`src/rtl/playfield_line_clear_ctrl.sv`:
```
// Row-clear and compaction sequencer for the playfield map.
// Scans rows bottom-up, moves surviving rows down, zero-fills the top and updates the score.
module playfield_line_clear_ctrl #(
    parameter int ROWS      = 20,
    parameter int COLS      = 10,
    parameter int CELL_W    = 5,
    parameter int ROW_W     = 5,
    parameter int SCORE_W   = 14,
    parameter int SCORE_MAX = 9999
) (
    input  logic                     VGA_CLK,
    input  logic                     RESET,
    input  logic                     start,
    input  logic                     new_game,
    output logic                     busy,
    output logic                     done,
    output logic [ROW_W-1:0]         rd_row,
    input  logic [COLS*CELL_W-1:0]   rd_data,
    output logic                     wr_en,
    output logic [ROW_W-1:0]         wr_row,
    output logic [COLS*CELL_W-1:0]   wr_data,
    output logic [4:0]               lines_cleared,
    output logic [SCORE_W-1:0]       score,
    output logic [SCORE_W-1:0]       best_score
);

    typedef enum logic [2:0] {IDLE, RD, EVAL, CLR, DONE} state_t;

    localparam logic [ROW_W-1:0]   LAST_ROW = ROW_W'(ROWS - 1);
    localparam logic [SCORE_W:0]   MAX_EXT  = (SCORE_W + 1)'(SCORE_MAX);

    state_t             state, state_n;
    logic [ROW_W-1:0]   src, src_n;
    logic [ROW_W-1:0]   dst, dst_n;
    logic [4:0]         cnt, cnt_n;
    logic [ROW_W-1:0]   rd_row_n;
    logic               row_full;
    logic [3:0]         points;
    logic [SCORE_W:0]   score_sum;
    logic [SCORE_W-1:0] new_score;

    always_comb begin
        row_full = 1'b1;
        for (int c = 0; c < COLS; c++) begin
            if (rd_data[c*CELL_W +: CELL_W] == '0) begin
                row_full = 1'b0;
            end
        end
    end

    always_ff @(posedge VGA_CLK or posedge RESET) begin
        if (RESET) begin
            state  <= IDLE;
            src    <= '0;
            dst    <= '0;
            cnt    <= '0;
            rd_row <= '0;
        end else begin
            state  <= state_n;
            src    <= src_n;
            dst    <= dst_n;
            cnt    <= cnt_n;
            rd_row <= rd_row_n;
        end
    end

    // dst never drops below src, so every write lands on a row that has already been read.
    always_comb begin
        state_n  = state;
        src_n    = src;
        dst_n    = dst;
        cnt_n    = cnt;
        rd_row_n = rd_row;
        wr_en    = 1'b0;
        wr_row   = dst;
        wr_data  = '0;
        case (state)
            IDLE: begin
                if (start) begin
                    state_n  = RD;
                    src_n    = LAST_ROW;
                    dst_n    = LAST_ROW;
                    cnt_n    = '0;
                    rd_row_n = LAST_ROW;
                end
            end
            RD: begin
                state_n = EVAL;
            end
            EVAL: begin
                if (row_full) begin
                    cnt_n = cnt + 5'd1;
                end else begin
                    if (dst != src) begin
                        wr_en   = 1'b1;
                        wr_data = rd_data;
                    end
                    dst_n = dst - 1'b1;
                end
                if (src == '0) begin
                    state_n = (cnt_n != '0) ? CLR : DONE;
                end else begin
                    src_n    = src - 1'b1;
                    rd_row_n = src - 1'b1;
                    state_n  = RD;
                end
            end
            CLR: begin
                wr_en = 1'b1;
                if (dst == '0) begin
                    state_n = DONE;
                end else begin
                    dst_n = dst - 1'b1;
                end
            end
            DONE: begin
                state_n = IDLE;
            end
            default: begin
                state_n = IDLE;
            end
        endcase
    end

    assign busy = (state != IDLE);
    assign done = (state == DONE);

    always_comb begin
        case (cnt)
            5'd0:    points = 4'd0;
            5'd1:    points = 4'd1;
            5'd2:    points = 4'd3;
            5'd3:    points = 4'd5;
            default: points = 4'd8;
        endcase
        score_sum = {1'b0, score} + {{(SCORE_W - 3){1'b0}}, points};
        new_score = (score_sum > MAX_EXT) ? MAX_EXT[SCORE_W-1:0] : score_sum[SCORE_W-1:0];
    end

    // new_game clears the score even in DONE, but best_score still sees the pass result.
    always_ff @(posedge VGA_CLK or posedge RESET) begin
        if (RESET) begin
            lines_cleared <= '0;
            score         <= '0;
            best_score    <= '0;
        end else if (state == DONE) begin
            lines_cleared <= cnt;
            score         <= new_game ? '0 : new_score;
            if (new_score > best_score) begin
                best_score <= new_score;
            end
        end else if (new_game) begin
            score <= '0;
        end
    end

endmodule

```
`config.mk`:
```
export PLATFORM = sky130hd
export DESIGN_NAME = playfield_line_clear_ctrl
export DESIGN_NICKNAME = d
export VERILOG_FILES = /design/src/rtl/playfield_line_clear_ctrl.sv
export SDC_FILE = /design/constraint.sdc
export NUM_CORES = 1
export LEC_CHECK = 0
export BUFFER_PORTS_ARGS = -buffer_cell sky130_fd_sc_hd__buf_2
export CORE_UTILIZATION = 50
export CTS_CLUSTER_SIZE = 25
export DETAILED_ROUTE_END_ITERATION = 16
export PLACE_DENSITY = 0.81
export SETUP_SLACK_MARGIN = 0.4
export SLEW_MARGIN = 25
export SYNTH_ARGS = -nofsm -noshare
export SYNTH_HDL_FRONTEND = slang
export SYNTH_SLANG_ARGS = --single-unit
```
`constraint.sdc`:
```
create_clock -name VGA_CLK -period 6.4 [get_ports VGA_CLK]
set_input_delay 0.32 -clock VGA_CLK [delete_from_list [all_inputs] [get_ports VGA_CLK]]
set_output_delay 0.32 -clock VGA_CLK [all_outputs]
set_load 0.01 [all_outputs]
```
==> results by group <==
Drt
  • Drt first pass iters: 4
  • Detailed Route Iter0 Violations: between 100 and 150
  • Routed WL: between 10,000 and 15,000 um
  • Post-route ant nets: 0
  • WL/cell: ~16 um
  • DRC: 0
  • DR vias: about 4,100
  • Via density: 5.532

Global route
  • Initial antenna violation count: 0
  • Number of global-route vias before repair: between 3,000 and 4,000
  • Largest net degree at the start of global routing: 52
  • GRT Total Usage: 0.2666
  • First-pass GRT wire length: about 18,000 um
  • GRT Residual Overflow: 0

Pwr
  • Switching share of power: 0.3757
  • Pint: between 0.5 and 0.6 mW
  • P_sw: 0.3455 mW
  • Post-layout power: slightly above 0.9 mW
  • Lkg Pwr: roughly 2.7 nW
  • Clk network pwr share: 0.204
  • Cell Pwr Density: roughly 180 mW/mm^2
  • Combinational fraction of design power: 0.353
  • VDD IR max: 0.1468 mV
  • Reg power frac: 0.444

Critical path
  • CP Cell Sequence: inv_2 > ha_2 > o31a_1 > ha_2 > fa_2 > a211oi_4 > buf_6 > nor4_1 > a41oi_1 > o22ai_2 > a31o_1 > or2_2 > buf_6 > nand2b_4 > ha_1 > nand4_1 > nor2_1 > nand3_1 > o31ai_1 > or3_4 > a221oi_4 > a311oi_4 > buf_6 > mux2_2
  • FF-to-FF path depth: 24
  • Critical Path Max Stage Delay: roughly 440 ps
  • R2R Setup Slk: 600 ps
  • Data required, critical path: between 6000 and 7000 ps
  • Worst reg2reg startpoint: cnt[0]
  • CP max-delay cell: dfrtp_2
  • R2r endpoint: best_score[9]
  • Worst setup SP type: flip-flop
  • CP arrival: 6010 ps
  • Type of the worst setup path: flip-flop to flip-flop
  • Maximum fanout along the worst path: 11
  • Crit-path most repeated cell: buf_6
  • CP Capture Type: flip-flop

Clocking
  • CTS Sinks: slightly above 50
  • Hold Buf Count CTS: 0
  • Root buffer cell: clkbuf_8
  • Buffer levels on the longest clock path: 2
  • TritonCTS Buffers: 5
  • CTS tree: built
  • H-tree Lvls: 2
  • Clock slew seen by the registers of the worst setup and hold paths: approximately 100 ps
  • Latest clock arrival within the worst-skew pair: ~310 ps

Job
  • Max-cap viol count: 0

Timing
  • Max Fclk: 0.1726 GHz
  • Final period utilization: 0.9055
  • Setup ws final: ~600 ps
  • Final worst path period need: around 5800 ps
  • Final hold vios: 0
  • Clock Skew: around 14 ps
  • RSZ-0062 raised after global routing: false
  • Worst Tran Pin Value: 881.7 ps
  • Max-slew headroom: 0.4115
  • Final setup TNS: 0 ps
  • Count of final setup violators: 0
  • Final Slew Violations: 0

Yosys
  • Combinational family with the most area after synthesis: simple AND/OR/NAND/NOR gates
  • Mapped cell area: 0.004129 mm^2
  • Mean Syn Cell Area: about 8.6 um^2
  • Post-synthesis mux area share: 0.04455
  • Synth warn: 0
  • Net count after synthesis: 559
  • Sequential element share of the synthesized area: 0.3091
  • Main flop type after synthesis: dfrtp_1
  • Area share of and/or/nand/nor cells after synthesis: 0.3164
  • Synth Area in XOR/XNOR: 0.04242
  • Synth Area in Adders: 0.07455
  • Synth Instances: 481
  • Post-synth cell types: 73
  • Async S/R FF share, synth: 1.000
  • Post-synthesis sequential element count: between 50 and 60
  • Number of flops mapped to enable cells by yosys: 0
  • Synth Area in Compound Gates: 0.1576

Cells and area
  • Antenna Cells: 0
  • Non-filler cells, final: between 700 and 800
  • Layout cells sized above 1: 0.3661
  • Util after Layout: 0.6653
  • P&R area growth vs syn: 26.45%
  • Final nets: roughly 710

Die
  • Initial Util: 0.5261
  • Die Area: roughly 0.0086 mm^2
  • Die Span Y: around 93 um
  • Num rows: 32
  • Die Span X: 92.88 um
  • CORE AREA: roughly 0.008 mm^2
  • I/O pin total: 150

Place
  • Dpl ws: around 38 ps
  • Port bufs: 149
  • Final RePlAce weighted congestion: about 0.93
  • Hpwl dp: between 8000 and 9000 um
  • Post-placement cell count: roughly 720

Hold path
  • Hold WC Path Type: primary input to async pin

Run status
  • Status: completed
==> area by class of cell <==
| type | count | area (um^2) |
|---|---|---|
| Tap cell | 102 | 127.6 |
| Fill cell | 681 | 2626 |
| Timing Repair Buffer | 163 | 865.8 |
| Multi-Input combinational cell | 381 | 2758 |
| Inverter | 28 | 106.4 |
| Sequential cell | 51 | 1279 |
| Clock inverter | 2 | 12.51 |
| Clock buffer | 6 | 72.57 |
==> worst max-delay path: cells and delay by family, from the launching register on <==
family	cells	cell delay, ps
multiplexers	1	340
AND/OR/NAND/NOR	7	1250
buffers and inverters	4	590
AO/OA/AOI/OAI	8	1950
adder cells (fa/ha/maj)	4	1100
flip-flops	1	440
==> sequential cells by signal (all words and copies together) (netlist names) <==
name / cells
best_score: 14
score: 14
cnt: 5
lines_cleared: 5
src: 5
wr_row: 5
state: 3
==> per-stage QoR <==
step                area, um^2  hold slack, ps
floorplan                 4129           393.5
global placement          4949           463.0
detailed placement        4949           470.6
CTS                       5085           302.7
global route              5221           229.0
finish                    5221           152.7
==> layer usage <==
layer | track usage | part of all wire
met1 | 0.3168 | 0.40
met2 | 0.4798 | 0.52
met4 | 0.1000 | 0.030
met5 | 0 | 0
met3 | 0.04187 | 0.052
==> timing repair <==
action                     4_1_cts  5_1_grt
setup buffers                    3        4
setup endpoints to repair       13       13
pin swaps                        2       13
resized for setup                7       26
==> power groups by stage <==
stage               logic (mW)  clock network (mW)  registers [mW]
detailed placement       0.298                   0           0.409
global placement         0.288                   0           0.406
global route             0.362               0.204           0.413
finish                   0.324               0.187           0.408
floorplan                0.205                   0           0.401
CTS                      0.306               0.192           0.403
==> placed cells by master (no fill, tap or decap), types with 5 or more instances in the layout <==
master	synthesis	final
a211oi_1	7	7
nor3_1	18	17
dfrtp_1	51	49
nor2_1	50	49
a21oi_1	19	18
xnor2_1	7	7
inv_1	26	23
or4_1	9	9
clkbuf_8	0	5
xor2_1	13	13
and2_1	56	56
nand2_1	47	46
ha_2	0	5
buf_2	0	149
mux2_4	8	8
nand3_1	11	11
buf_4	1	10
nor4_1	6	5
o21ai_0	16	15
a21o_1	7	7
ha_1	23	17
==> cell families after synthesis <==
logic type,after synthesis
buffers and inverters,49
and+or+nand+nor,237
AOI/OAI and AO/OA,86
DFF,51
adders and majority gates,24
muxes,14
xor gates and xnor gates,20
==> synth_stat cells (8+ instances only) <==
cell	n	area [um^2]
xor2_1	13	113.9
and2_1	56	350.3
nor2_1	50	187.7
nand2_1	47	176.4
or4_1	9	67.56
o21ai_0	16	80.08
nand3_1	11	55.05
ha_1	23	287.8
nor3_1	18	90.09
inv_1	26	97.59
dfrtp_1	51	1276
clkbuf_1	15	56.30
mux2_4	8	120.1
a21oi_1	19	95.09
==> worst max-delay path by stage <==
stage            from             end  slack [ps]
2_1_floorplan  cnt[0]  best_score[10]         530
3_3_place_gp   cnt[0]   best_score[9]         300
5_1_grt        cnt[0]   best_score[9]         360
3_5_place_dp   cnt[0]   best_score[9]          40
4_1_cts        cnt[2]   best_score[9]         420
6_report       cnt[0]   best_score[9]         600
(Power assumes the default switching activity.)
